===== src/rtl/keypad_scan.sv =====
// keypad_scan: row-scanning driver for a 4x4 active-low matrix keypad.
// Drives one row low at a time, samples the synchronized columns at the end
// of each row dwell, collapses each 4-row frame into NONE / ONE(code) / MULTI,
// and debounces whole frames into a single accepted key.
//
// Ports:
//   clk       board clock, rising-edge active
//   rst       synchronous active-high reset
//   col_n     keypad column lines, active-low, asynchronous to clk
//   row_n     keypad row drive, one-hot active-low
//   key_code  last accepted key, {row[1:0], col[1:0]}
//   key_valid one-cycle pulse when a new press is accepted
//   key_down  high while the accepted key is held
module keypad_scan #(
    parameter int SCAN_DIV = 131072,
    parameter int DEBOUNCE = 4
) (
    input  logic       clk,
    input  logic       rst,
    input  logic [3:0] col_n,
    output logic [3:0] row_n,
    output logic [3:0] key_code,
    output logic       key_valid,
    output logic       key_down
);
    localparam int DW = $clog2(SCAN_DIV);
    localparam int CW = $clog2(DEBOUNCE + 1);

    typedef enum logic [1:0] {IDLE, DEB_PRESS, HELD, DEB_REL} state_t;
    typedef enum logic [1:0] {FR_NONE, FR_ONE, FR_MULTI} frame_t;

    logic [DW-1:0] div;
    logic [1:0]    row_idx;
    logic          terminal;
    logic          frame_end;
    logic [3:0]    col_meta;
    logic [3:0]    col_s;
    logic [3:0]    act;
    logic          row_one;
    logic          row_multi;
    logic [1:0]    col_idx;
    logic [1:0]    acc_hits;
    logic [3:0]    acc_code;
    logic [1:0]    hits_sum;
    logic [3:0]    first_code;
    logic          res_valid;
    frame_t        res_kind;
    logic [3:0]    res_code;
    state_t        state;
    state_t        state_d;
    logic [CW-1:0] cnt;
    logic [CW-1:0] cnt_d;
    logic [CW-1:0] cnt_inc;
    logic [3:0]    cand;
    logic [3:0]    cand_d;
    logic [3:0]    key_code_d;
    logic          key_valid_d;
    logic          key_down_d;

    // Row dwell divider and row selector
    assign terminal  = (div == DW'(SCAN_DIV - 1));
    assign frame_end = terminal && (row_idx == 2'd3);

    always_ff @(posedge clk) begin
        if (rst) begin
            div     <= '0;
            row_idx <= '0;
        end else if (terminal) begin
            div     <= '0;
            row_idx <= row_idx + 2'd1;
        end else begin
            div     <= div + DW'(1);
        end
    end

    assign row_n = ~(4'b0001 << row_idx);

    // Two-flop column synchronizer; idles at "no key"
    always_ff @(posedge clk) begin
        if (rst) begin
            col_meta <= '1;
            col_s    <= '1;
        end else begin
            col_meta <= col_n;
            col_s    <= col_meta;
        end
    end

    // Classify the current row's columns
    always_comb begin
        act       = ~col_s;
        row_one   = 1'b1;
        row_multi = 1'b0;
        col_idx   = '0;
        case (act)
            4'b0000: row_one = 1'b0;
            4'b0001: col_idx = 2'd0;
            4'b0010: col_idx = 2'd1;
            4'b0100: col_idx = 2'd2;
            4'b1000: col_idx = 2'd3;
            default: begin
                row_one   = 1'b0;
                row_multi = 1'b1;
            end
        endcase
    end

    // A multi-column row saturates the hit count directly, so MULTI falls out
    // of "more than one hit" without a separate flag.
    always_comb begin
        hits_sum   = acc_hits;
        first_code = acc_code;
        if (row_multi) begin
            hits_sum = 2'd2;
        end else if (row_one) begin
            if (acc_hits == 2'd0) begin
                hits_sum   = 2'd1;
                first_code = {row_idx, col_idx};
            end else begin
                hits_sum   = 2'd2;
            end
        end
    end

    // Frame accumulator; the frame result is registered on the frame-end edge
    always_ff @(posedge clk) begin
        if (rst) begin
            acc_hits  <= '0;
            acc_code  <= '0;
            res_valid <= 1'b0;
            res_kind  <= FR_NONE;
            res_code  <= '0;
        end else begin
            res_valid <= 1'b0;
            if (frame_end) begin
                acc_hits  <= '0;
                acc_code  <= '0;
                res_valid <= 1'b1;
                res_code  <= first_code;
                case (hits_sum)
                    2'd0:    res_kind <= FR_NONE;
                    2'd1:    res_kind <= FR_ONE;
                    default: res_kind <= FR_MULTI;
                endcase
            end else if (terminal) begin
                acc_hits <= hits_sum;
                acc_code <= first_code;
            end
        end
    end

    // Debounce FSM, advanced once per registered frame result
    always_ff @(posedge clk) begin
        if (rst) begin
            state     <= IDLE;
            cnt       <= '0;
            cand      <= '0;
            key_code  <= '0;
            key_valid <= 1'b0;
            key_down  <= 1'b0;
        end else begin
            state     <= state_d;
            cnt       <= cnt_d;
            cand      <= cand_d;
            key_code  <= key_code_d;
            key_valid <= key_valid_d;
            key_down  <= key_down_d;
        end
    end

    assign cnt_inc = cnt + CW'(1);

    always_comb begin
        state_d     = state;
        cnt_d       = cnt;
        cand_d      = cand;
        key_code_d  = key_code;
        key_down_d  = key_down;
        key_valid_d = 1'b0;
        if (res_valid) begin
            unique case (state)
                IDLE: begin
                    if (res_kind == FR_ONE) begin
                        state_d = DEB_PRESS;
                        cand_d  = res_code;
                        cnt_d   = CW'(1);
                    end
                end
                DEB_PRESS: begin
                    if (res_kind == FR_ONE) begin
                        if (res_code == cand) begin
                            cnt_d = cnt_inc;
                            if (cnt_inc == CW'(DEBOUNCE)) begin
                                state_d     = HELD;
                                key_code_d  = cand;
                                key_valid_d = 1'b1;
                                key_down_d  = 1'b1;
                            end
                        end else begin
                            cand_d = res_code;
                            cnt_d  = CW'(1);
                        end
                    end else begin
                        state_d = IDLE;
                        cnt_d   = '0;
                    end
                end
                HELD: begin
                    if (res_kind == FR_NONE) begin
                        state_d = DEB_REL;
                        cnt_d   = CW'(1);
                    end
                end
                DEB_REL: begin
                    if (res_kind == FR_NONE) begin
                        cnt_d = cnt_inc;
                        if (cnt_inc == CW'(DEBOUNCE)) begin
                            state_d    = IDLE;
                            key_down_d = 1'b0;
                            cnt_d      = '0;
                        end
                    end else begin
                        state_d = HELD;
                    end
                end
                default: state_d = IDLE;
            endcase
        end
    end
endmodule


===== config.mk =====
export PLATFORM = sky130hd
export DESIGN_NAME = keypad_scan
export DESIGN_NICKNAME = d
export VERILOG_FILES = /design/src/rtl/keypad_scan.sv
export SDC_FILE = /design/constraint.sdc
export NUM_CORES = 1
export LEC_CHECK = 0
export ABC_AREA = 1
export ABC_CLOCK_PERIOD_IN_PS = 2360
export CELL_PAD_IN_SITES_DETAIL_PLACEMENT = 2
export CELL_PAD_IN_SITES_GLOBAL_PLACEMENT = 2
export CORE_ASPECT_RATIO = 1.75
export CORE_MARGIN = 8
export CORE_UTILIZATION = 34
export DETAILED_ROUTE_END_ITERATION = 16
export GPL_ROUTABILITY_DRIVEN = 0
export PLACE_DENSITY_LB_ADDON = 0.1
export SLEW_MARGIN = 40
export SYNTH_ARGS = -nofsm -noshare
export SYNTH_HDL_FRONTEND = slang
export SYNTH_SLANG_ARGS = --single-unit

===== constraint.sdc =====
create_clock -name clk -period 2.36 [get_ports clk]
set_input_delay 0.472 -clock clk [delete_from_list [all_inputs] [get_ports clk]]
set_output_delay 0.472 -clock clk [all_outputs]
set_load 0.005 [all_outputs]

After elaboration in Yosys (flattened, before gate mapping)
Index checks and enable logic that the tools add are counted.
{ "word_totals": {"reg_bits": 55, "input_bits": 6, "out_inout_bits": 10, "word_cells": 103} }
{ "classes": {"n_addsub": 3, "n_eq_ne": 24, "shifts": 1, "n_mux": 36, "bitwise": 6, "reduce_logical": 18} }
{ "ops": {"columns": ["cell", "count"], "rows": [
  ["$mux W4", 6],
  ["$mux W2", 10],
  ["$mux W3", 6],
  ["$add A17 B1 Y17 const B", 1],
  ["$eq A17 B17 Y1 const B", 1],
  ["$ne A2 B2 Y1 const B", 8],
  ["$pmux W3 S4", 1],
  ["$reduce_and A5 Y1", 2],
  ["$reduce_or A5 Y1", 2],
  ["$ne A3 B3 Y1 const B", 3],
  ["$logic_not A2 Y1", 4],
  ["$mux W1", 8],
  ["$not A4 Y4", 2],
  ["$pmux W2 S4", 1],
  ["$pmux W4 S2", 1],
  ["$reduce_and A7 Y1", 1],
  ["$eq A2 B1 Y1 const B", 3],
  ["$eq A2 B2 Y1 const B", 3],
  ["$pmux W2 S3", 1],
  ["$reduce_and A6 Y1", 1],
  ["$eq A4 B1 Y1 const B", 1],
  ["$eq A4 B2 Y1 const B", 1],
  ["$eq A4 B3 Y1 const B", 1],
  ["$eq A4 B4 Y1", 1],
  ["14 further kinds", 19]
]} }

Depth between registers and ports, before layout
Gate-level depths: netlist of the first run.
{ "depth": {"ltp_word": 8, "ltp_mapped": 15, "mapped_depth_nobuf": 15} }

Worst setup path before layout of the first run
OpenSTA, ideal clock, no wires.
{ "synth_timing": {"kind": "register to register", "startpoint": "register div[0]", "endpoint": "register acc_code[2]", "setup_time_ps": 56, "arrival_time_ps": 1948, "required_time_ps": 2304, "path_slack_ps": 355, "stages_incl_launch_ff": 14, "n_path_buf": 1, "path_cell_list": "dfxtp_1 -> ha_1 -> nand3_1 -> nor3_2 -> nand2_1 -> nor3_2 -> nand4_1 -> nor2_1 -> ha_1 -> clkbuf_1 -> nor2_1 -> nor2_1 -> o21ai_0 -> inv_1"} }
{ "synth_between": {"elab_chain_cells": 3} }
{ "synth_rtl": {"columns": ["element", "line", "rtl"], "rows": [
  ["start, declared", "32", "logic [DW-1:0] div;"],
  ["start signal, assigned", "72", "div <= div + DW'(1);"],
  ["$eq A17 B17 Y1 (*)", "61", "assign terminal = (div == DW'(SCAN_DIV - 1));"],
  ["$logic_and A1 B1 Y1", "62", "assign frame_end = terminal && (row_idx == 2'd3);"],
  ["$reduce_or A2 Y1 (no line)", null, null],
  ["end signal, assigned", "147", "acc_code <= first_code;"],
  ["end, declared", "43", "logic [3:0] acc_code;"]
]} }
Mark *: on every way between the ends. The rest lies on a longest branch, timed or not.
A chain may end at the register's enable or synchronous reset.

Final worst setup path of the first run
{ "layout_timing": {"startpoint": "register div[0]", "endpoint": "register acc_code[0]"} }
Same word-level chain as after synthesis.

==> qor.yml, run 1 <==
logic_synthesis:
  synth_top_cell_by_area: "dfxtp_1"
  postSynth.asyncResetShare_pct: 0
  ys_seq_area_share_pct: 43.1
  syn_inst: 346
  yosys_most_used_dff: "dfxtp_1"
  ys_types: 35
  synth_area_um2: 2560
  synth_warnings: 0
  yosysMostFrequentCell: "nand2_1"
  synth_edf_count: 0
  yosysTopAreaCellShare_pct: 43.1
  netlist_top_cells_area: "dfxtp_1, nand2_1, inv_1"
  syn-num-nets: 361
  ys_ff_latch: 55
  synthTopCellsByCount: "nand2_1, inv_1, dfxtp_1"
  syn_area_per_cell_um2: 7.39
critical_path:
  startpoint: "div[0]"
  critPathCapture: "acc_code[0]"
  cp.arrival_ns: 2.39
  critPathKind: "reg2reg"
  crit_path_end_kind: "flip-flop"
  timing.rr.start: "div[0]"
  rr_endpoint: "acc_code[0]"
  cp_max_fo: 5
  r2r_slack_ns: 0.16
  r2r_cells: 14
  cp_data_required_time_ns: 2.55
  start_kind: "flip-flop"
clocking:
  cts_buffers: 5
  cts.reportedPaths.clkPinSlew_ns: 0.07
  cts_buffer_depth: 2
  htree_levels: 2
  cts_sinks: 55
  clock_latency_ns: 0.30
  tritoncts: "built"
  ctsRootBufferMaster: "clkbuf_16"
  hold_buffers: 0
power:
  p_switching_w: 0.000408
  p_leak_nw: 1.43
  ir_drop_v: 0.000579
  power_frac_comb_pct: 4.1
  swShare_pct: 21.7
  powerDensity_nw_per_um2: 612
  clkPwrFrac_pct: 45.7
  intPower_w: 0.00148
  pwr-share-seq_pct: 50.2
final_layout:
  postLayoutCellArea_um2: 3080
  synthToLayoutAreaGrowth_pct: 20.5
  antenna_cells: 0
  fill_cells: 896
  drive_above_1_share_pct: 14.2
  nNetsFinal: 388
global_route:
  gr-usage-all-layers_pct: 13.9
  grt_overflow: 0
  grt_max_degree: 19
  grt_pass1_wl_mm: 11.4
  antenna_found_initial: 0
  grt_pass1_vias: 2483
timing:
  timing_hold_violations_final: 0
  fin_worst_skew_ns: 0.00994
  period_share_pct: 93.0
  fmax_mhz: 455
  maxSlewViolCount: 0
  finalSetupViolations: 0
  fin_crit_ns: 2.20
  worst_pin_slew_ns: 0.448
  slew_headroom_pct: 70.1
  tns_ns: 0
min_path:
  hp-class: "reg2reg"
drt:
  drc: 0
  wl_per_cell_um: 14.5
  dr.pass1.iters: 4
  vias: 2270
  wl_mm: 6.68
  avgViaCountPerCell: 4.91
  drt-initial-drc-count: 30
  antenna_left: 0
floorplan:
  die_h_um: 131
  die_x_um: 81.5
  design.portCount: 16
  die_area_um2: 10700
  core_area_um2: 7410
  rows: 42
  initial_core_util_pct: 34.5
status:
  outcome: "finished, final reports clean"
placement:
  hpwl_mm: 5.24
  numPortBuffers: 15
  placed_cell_area_um2: 2850
flow_run:
  max_cap_viol_count: 0
-- cell usage in the layout, fill, tap and decap left out, drive strengths merged --
master / synthesis / final
nor3: 5 / 5
xnor2: 2 / 2
a31oi: 4 / 4
ha: 9 / 9
o21ai: 24 / 24
clkinv: 0 / 1
nand4: 5 / 5
nor3b: 1 / 1
a22o: 1 / 1
xor2: 1 / 1
o21bai: 2 / 2
o21a: 2 / 2
o22ai: 2 / 2
buf: 2 / 9
bufinv: 0 / 1
or2: 8 / 8
clkdlybuf4s50: 0 / 15
inv: 61 / 62
a211oi: 1 / 1
o211a: 1 / 1
clkbuf: 2 / 5
nand3: 15 / 15
nand2: 66 / 66
nor2: 56 / 56
and2: 1 / 1
dfxtp: 55 / 55
a21oi: 18 / 18
o211ai: 2 / 2
-- cell families after synthesis --
kind of cell / synth area share (%)
AND/OR/NAND/NOR: 29.3
buffers and inverters: 9.74
AO/OA/AOI/OAI: 12.5
flip-flops: 43.1
adder cells (fa/ha/maj): 4.41
XOR/XNOR: 1.03
-- power groups by stage --
stage / Sequential (W) / Combinational (W) / Clock [W]
floorplan: 0.000964 / 0.0000475 / 0
global placement: 0.000964 / 0.0000749 / 0
detailed placement: 0.000965 / 0.0000782 / 0
CTS: 0.000943 / 0.0000791 / 0.000894
global route: 0.000947 / 0.0000905 / 0.000920
finish: 0.000945 / 0.0000778 / 0.000861
-- stage by stage --
step | cells | util (%) | setup WS [ns] | total power, W | hold WS [ns]
floorplan | 346 | - | 0.355 | 0.00101 | 0.389
global placement | 452 | 38.4 | 0.210 | 0.00104 | 0.390
detailed placement | 452 | 38.4 | 0.0417 | 0.00104 | 0.397
CTS | 460 | 40.8 | 0.0332 | 0.00192 | 0.415
global route | 462 | 41.6 | -0.0449 | 0.00196 | 0.430
finish | 462 | 41.6 | 0.165 | 0.00188 | 0.412
-- layer usage --
metal	vias up	share of wire [%]	track usage [%]
li1	1141	-	-
met1	1109	36	12.7
met2	13	60	27.8
met3	7	2.0	2.60
met4	0	1.9	5.93
met5	-	0	0
-- cell type report --
cell class	count	area (um2)	area share, %
multi-input combinational	226	1240	40.4
sequential	55	1110	35.9
inverter	61	229	7.43
timing repair buffer	24	218	7.07
clock buffer	5	125	4.06
tap	88	110	3.57
clock inverter	3	47.5	1.54
-- worst max-delay path, cell delays in order, from the launching register on --
cell	delay, ns
dfxtp_4	0.37
ha_4	0.16
nand3_4	0.09
nor3_4	0.22
nand2_2	0.11
nor3_2	0.11
nand4_1	0.13
nor2_1	0.15
ha_2	0.23
nand2_2	0.08
inv_1	0.07
nor2_1	0.07
buf_4	0.17
o211ai_1	0.09
inv_1	0.05
-- how the worst min path moves through the flow --
| stage | start | endpoint | slack (ns) | cells after the start |
|---|---|---|---|---|
| after floorplan | col_meta[0] | col_s[0] | 0.39 | 1 |
| after global placement | col_meta[1] | col_s[1] | 0.39 | 1 |
| after detailed placement | col_meta[2] | col_s[2] | 0.40 | 1 |
| after CTS | col_meta[2] | col_s[2] | 0.41 | 1 |
| after global routing | col_meta[0] | col_s[0] | 0.43 | 1 |
| final | col_meta[2] | col_s[2] | 0.41 | 1 |
-- sequential cells by signal (all words and copies together), names as in the netlist, 3 cells and up --
name      cells
res_code      4
col_s         4
col_meta      4
acc_code      4
cnt           3
div          17
cand          4
key_code      4
-- what timing repair did --
action / in CTS / in global routing
setup endpoints to repair: 1 / 32
pin swaps: 0 / 4
gates resized for setup: 1 / 11
buffers inserted: 0 / 2
Note: power is estimated with default switching activity, not from simulation.
==> inputs of run 2 (changes only) <==
Settings changed: PLACE_DENSITY_LB_ADDON 0.1 to 0.2, SLEW_MARGIN 40 to 20.
==> run 2 against run 1 <==
Core utilization is 0.34 points higher. Clock skew is 0.0029 ns lower. Critical path depth stayed put. Fmax is 1.1% lower. Cell count is 0.65% higher. Largest cell class unchanged.
==> qor.yml, run 2 (synthesis results as in run 1) <==
final_layout:
  multi_input_area_um2: 1230
  regArea_um2: 1100
  final_cells: 465
  drive_above_1_share_pct: 14.6
  layout_common_cells: "nand2_1, inv_1, dfxtp_1, nor2_1, a21oi_1"
  postLayoutCellArea_um2: 3110
  nNetsFinal: 391
  largest_reg_flops: 17
  synthToLayoutAreaGrowth_pct: 21.5
  antenna_cells: 0
  largest-register: "div"
  fill_cells: 895
  final_common_cell: "nand2_1"
  utilization_pct: 41.9
timing:
  fmax_mhz: 450
  timing_hold_violations_final: 0
  fin_crit_ns: 2.22
  layout_setup_ws_ns: 0.140
  maxSlewViolCount: 0
  fin_worst_skew_ns: 0.00701
  worst_pin_slew_ns: 0.479
  tns_ns: 0
  finalSetupViolations: 0
  slew_headroom_pct: 68.1
  period_share_pct: 94.1
critical_path:
  cpPeakStageDelay_ns: 0.35
  cp_max_fo: 7
  critPathMostFrequentCell: "ha_2"
  startpoint: "div[1]"
  cp_data_required_time_ns: 2.55
  crit_path_end_kind: "flip-flop"
  path_cells: "ha_2, nand3_2, nor3_4, nand2_2, nor3_2, nand4_1, nor2_1, ha_2, nand2_1, inv_1, nor2_2, inv_2, buf_4, o22ai_1"
  timing.rr.start: "div[1]"
  rr_endpoint: "res_kind[0]"
  start_kind: "flip-flop"
  critPathKind: "reg2reg"
  slowest_stage: "dfxtp_1"
  r2r_slack_ns: 0.14
  critPathCapture: "res_kind[0]"
  r2r_cells: 14
  cp.arrival_ns: 2.41
global_route:
  grt_overflow: 0
  antenna_found_initial: 0
  grt_max_degree: 19
  gr-usage-all-layers_pct: 14.5
  grt_pass1_wl_mm: 11.9
  grt_pass1_vias: 2549
flow_run:
  max_cap_viol_count: 0
clocking:
  cts_buffers: 5
  hold_buffers: 0
  clock_latency_ns: 0.30
  htree_levels: 2
  cts_sinks: 55
  cts_buffer_depth: 2
  ctsRootBufferMaster: "clkbuf_16"
  tritoncts: "built"
  cts.reportedPaths.clkPinSlew_ns: 0.07
floorplan:
  die_x_um: 81.5
  core_area_um2: 7410
  rows: 42
  die_area_um2: 10700
  die_h_um: 131
  initial_core_util_pct: 34.5
  design.portCount: 16
drt:
  dr.pass1.iters: 2
  drt-initial-drc-count: 47
  wl_per_cell_um: 15.0
  drc: 0
  vias: 2309
  antenna_left: 0
  wl_mm: 7.00
  avgViaCountPerCell: 4.97
placement:
  placed_cell_area_um2: 2830
  numPortBuffers: 15
  place_ws_ns: -0.0619
  dp.cells: 450
  hpwl_mm: 5.14
min_path:
  hp-class: "reg2reg"
  worstHoldStart: "col_meta[0]"
power:
  ir_drop_v: 0.000332
  powerDensity_nw_per_um2: 645
  p_leak_nw: 1.46
status:
  outcome: "finished, final reports clean"
-- run 2: layout make-up --
type / instances / share of cell area, %
clock buffer: 5 / 4.03
inverter: 61 / 7.37
sequential: 55 / 35.5
tap: 88 / 3.55
multi-input combinational: 226 / 39.5
clock inverter: 3 / 2.30
timing repair buffer: 27 / 7.74
-- run 2: worst min-delay path by stage --
stage,to,cells after the start
after global routing,col_s[0],1
after CTS,col_s[0],1
final,col_s[0],1
after detailed placement,col_s[0],1
after global placement,col_s[3],1
after floorplan,col_s[0],1
-- run 2: worst max-delay path, delay by kind of cell, from the launching register on --
| family | cells | cell delay (ns) |
|---|---|---|
| and+or+nand+nor | 8 | 0.95 |
| adders and majority gates | 2 | 0.42 |
| buffers and inverters | 3 | 0.32 |
| AOI/OAI and AO/OA | 1 | 0.07 |
| DFF | 1 | 0.35 |
-- run 2: layer usage --
metal,vias to the layer above,part of all wire [%],global-route usage [%]
li1,1147,-,-
met3,11,2.4,2.67
met4,0,2.7,7.20
met1,1131,35,12.8
met2,20,60,29.2
met5,-,0,0
-- run 2: repair_timing --
| action | CTS | global route |
|---|---|---|
| gates resized for setup | 5 | 7 |
| pin swaps | 1 | 4 |
| buffers inserted | 1 | 6 |
| setup endpoints to repair | 8 | 32 |
| endpoints found under the hold margin | 0 | 0 |
-- run 2: through the flow --
stage | power (W) | hold WS (ns)
5_1_grt | 0.00208 | 0.420
6_report | 0.00200 | 0.413
3_5_place_dp | 0.00104 | 0.397
3_3_place_gp | 0.00104 | 0.392
2_1_floorplan | 0.00101 | 0.389
4_1_cts | 0.00204 | 0.415
-- run 2: power by group --
part	leakage, nW	internal, W	total, W	switching, W
clock network	0.0959	0.000616	0.000976	0.000360
logic	0.917	0.0000317	0.0000820	0.0000503
registers	0.446	0.000938	0.000944	0.00000587
total	1.46	0.00159	0.00200	0.000416
==> inputs of run 3 (changes only) <==
Settings changed: CORE_UTILIZATION 34 to 30.
==> run 3 against run 2 <==
Register-to-register slack improved by 0.07 ns. Global-route usage is 2.3 points lower. First-iteration DRC count is 2.1% lower. Sequential share of layout area shrank 0.060 points. Non-clock buffer count down 2. Core utilization fell by 4.4 points. Sequential power barely moved. Critical endpoint is now acc_code[1].
==> qor.yml, run 3 (synthesis results as in run 1) <==
critical_path:
  rr_endpoint: "acc_code[1]"
  path_cells: "ha_4, nand3_2, nor3_4, nand2_1, nor3_2, nand4_1, nor2_1, ha_2, nand2_1, inv_1, nor2_1, buf_4, o211ai_1, inv_1"
  r2r_cells: 14
  critPathCapture: "acc_code[1]"
  r2r_slack_ns: 0.21
  critPathKind: "reg2reg"
  cp.depth: 14
  startpoint: "div[0]"
  cp.arrival_ns: 2.35
  cp_max_fo: 4
  cp_data_required_time_ns: 2.55
  cp_top_family: "simple AND/OR/NAND/NOR gates"
  cpPeakStageDelay_ns: 0.37
  slowest_stage: "dfxtp_2"
  timing.rr.start: "div[0]"
  crit_path_end_kind: "flip-flop"
  cp.buffers_inverters: 3
  start_kind: "flip-flop"
placement:
  placed_cell_area_um2: 2880
  dp.cells: 479
  hpwl_mm: 5.30
  numPortBuffers: 15
clocking:
  htree_levels: 2
  cts.reportedPaths.clkPinSlew_ns: 0.07
  ctsRootBufferMaster: "clkbuf_16"
  cts_sinks: 55
  cts_buffer_depth: 2
  tritoncts: "built"
  clock_latency_ns: 0.30
  hold_buffers: 0
  cts_buffers: 5
drt:
  drt-initial-drc-count: 46
  dr.pass1.iters: 4
  vias: 2292
  wl_mm: 6.85
  antenna_left: 0
  drc: 0
  wl_per_cell_um: 14.0
  avgViaCountPerCell: 4.68
timing:
  worst_pin_slew_ns: 0.478
  fin_crit_ns: 2.15
  fmax_mhz: 464
  period_share_pct: 91.3
  fin_worst_skew_ns: 0.00337
  finalSetupViolations: 0
  maxSlewViolCount: 0
  tns_ns: 0
  slew_headroom_pct: 68.1
  timing_hold_violations_final: 0
power:
  ir_drop_v: 0.000471
  p_leak_nw: 1.44
  powerDensity_nw_per_um2: 615
final_layout:
  layout_common_cells: "nand2_1, inv_1, dfxtp_1, nor2_1, o21ai_0"
  synthToLayoutAreaGrowth_pct: 21.8
  antenna_cells: 0
  nNetsFinal: 389
  largest-register: "div"
  final_cells: 490
  largest_reg_flops: 17
  drive_above_1_share_pct: 14.1
  final_common_cell: "nand2_1"
  postLayoutCellArea_um2: 3110
global_route:
  grt_overflow: 0
  antenna_found_initial: 0
  grt_pass1_vias: 2535
  grt_max_degree: 18
  grt_pass1_wl_mm: 11.6
  gr-usage-all-layers_pct: 12.2
floorplan:
  core_area_um2: 8310
  design.portCount: 16
  die_area_um2: 11800
  rows: 44
  die_x_um: 85.8
  die_h_um: 138
  initial_core_util_pct: 30.7
min_path:
  worstHoldStart: "col_meta[0]"
  hp-class: "reg2reg"
flow_run:
  max_cap_viol_count: 0
status:
  outcome: "finished, final reports clean"
## run 3: repair_timing
| action | in CTS | in global routing |
|---|---|---|
| hold endpoints to repair | 0 | 0 |
| setup buffers | 3 | 0 |
| pin swaps | 4 | 4 |
| resized for setup | 5 | 4 |
| endpoints found under the setup margin | 12 | 16 |
## run 3: area by class of cell
class,count,area (um2)
timing repair buffer,25,225
tap,115,144
clock inverter,2,38.8
multi-input combinational,226,1230
sequential,55,1100
inverter,61,229
fill,991,5200
clock buffer,6,139
## run 3: worst min-delay path by stage
| stage | to | slack (ns) | cells past startpoint |
|---|---|---|---|
| 4_1_cts | col_s[0] | 0.41 | 1 |
| 3_5_place_dp | col_s[0] | 0.40 | 1 |
| 6_report | col_s[0] | 0.41 | 1 |
| 5_1_grt | col_s[0] | 0.43 | 1 |
| 3_3_place_gp | col_s[0] | 0.39 | 1 |
| 2_1_floorplan | col_s[0] | 0.39 | 1 |
## run 3: layer usage
layer,vias up,GRT usage [%],part of all wire (%)
li1,1141,-,-
met3,12,2.26,2.0
met2,22,25.0,59
met1,1117,10.5,36
met5,-,0,0
met4,0,6.13,2.8
## run 3: worst register-to-register path, delay by kind of cell, from the launching register on
family	cells	cell delay, ns
simple gates	8	0.92
flops	1	0.37
fa+ha+maj	2	0.36
buf+inv	3	0.32
compound gates	1	0.09
## run 3: report_power, final
group / total, W / internal (W) / leakage [nW] / switching (W)
Combinational: 0.0000802 / 0.0000309 / 0.907 / 0.0000493
Clock: 0.000890 / 0.000534 / 0.0875 / 0.000356
Sequential: 0.000946 / 0.000938 / 0.446 / 0.00000736
## run 3: metrics by stage
step                power [W]  hold slack, ns  util, %  worst slack [ns]
finish                0.00192           0.414     37.5             0.205
global route          0.00198           0.428     37.5         -0.000959
CTS                   0.00194           0.415     37.2            0.0103
detailed placement    0.00104           0.398     34.7           -0.0625
global placement      0.00104           0.391     34.7             0.154
floorplan             0.00101           0.389        -             0.355
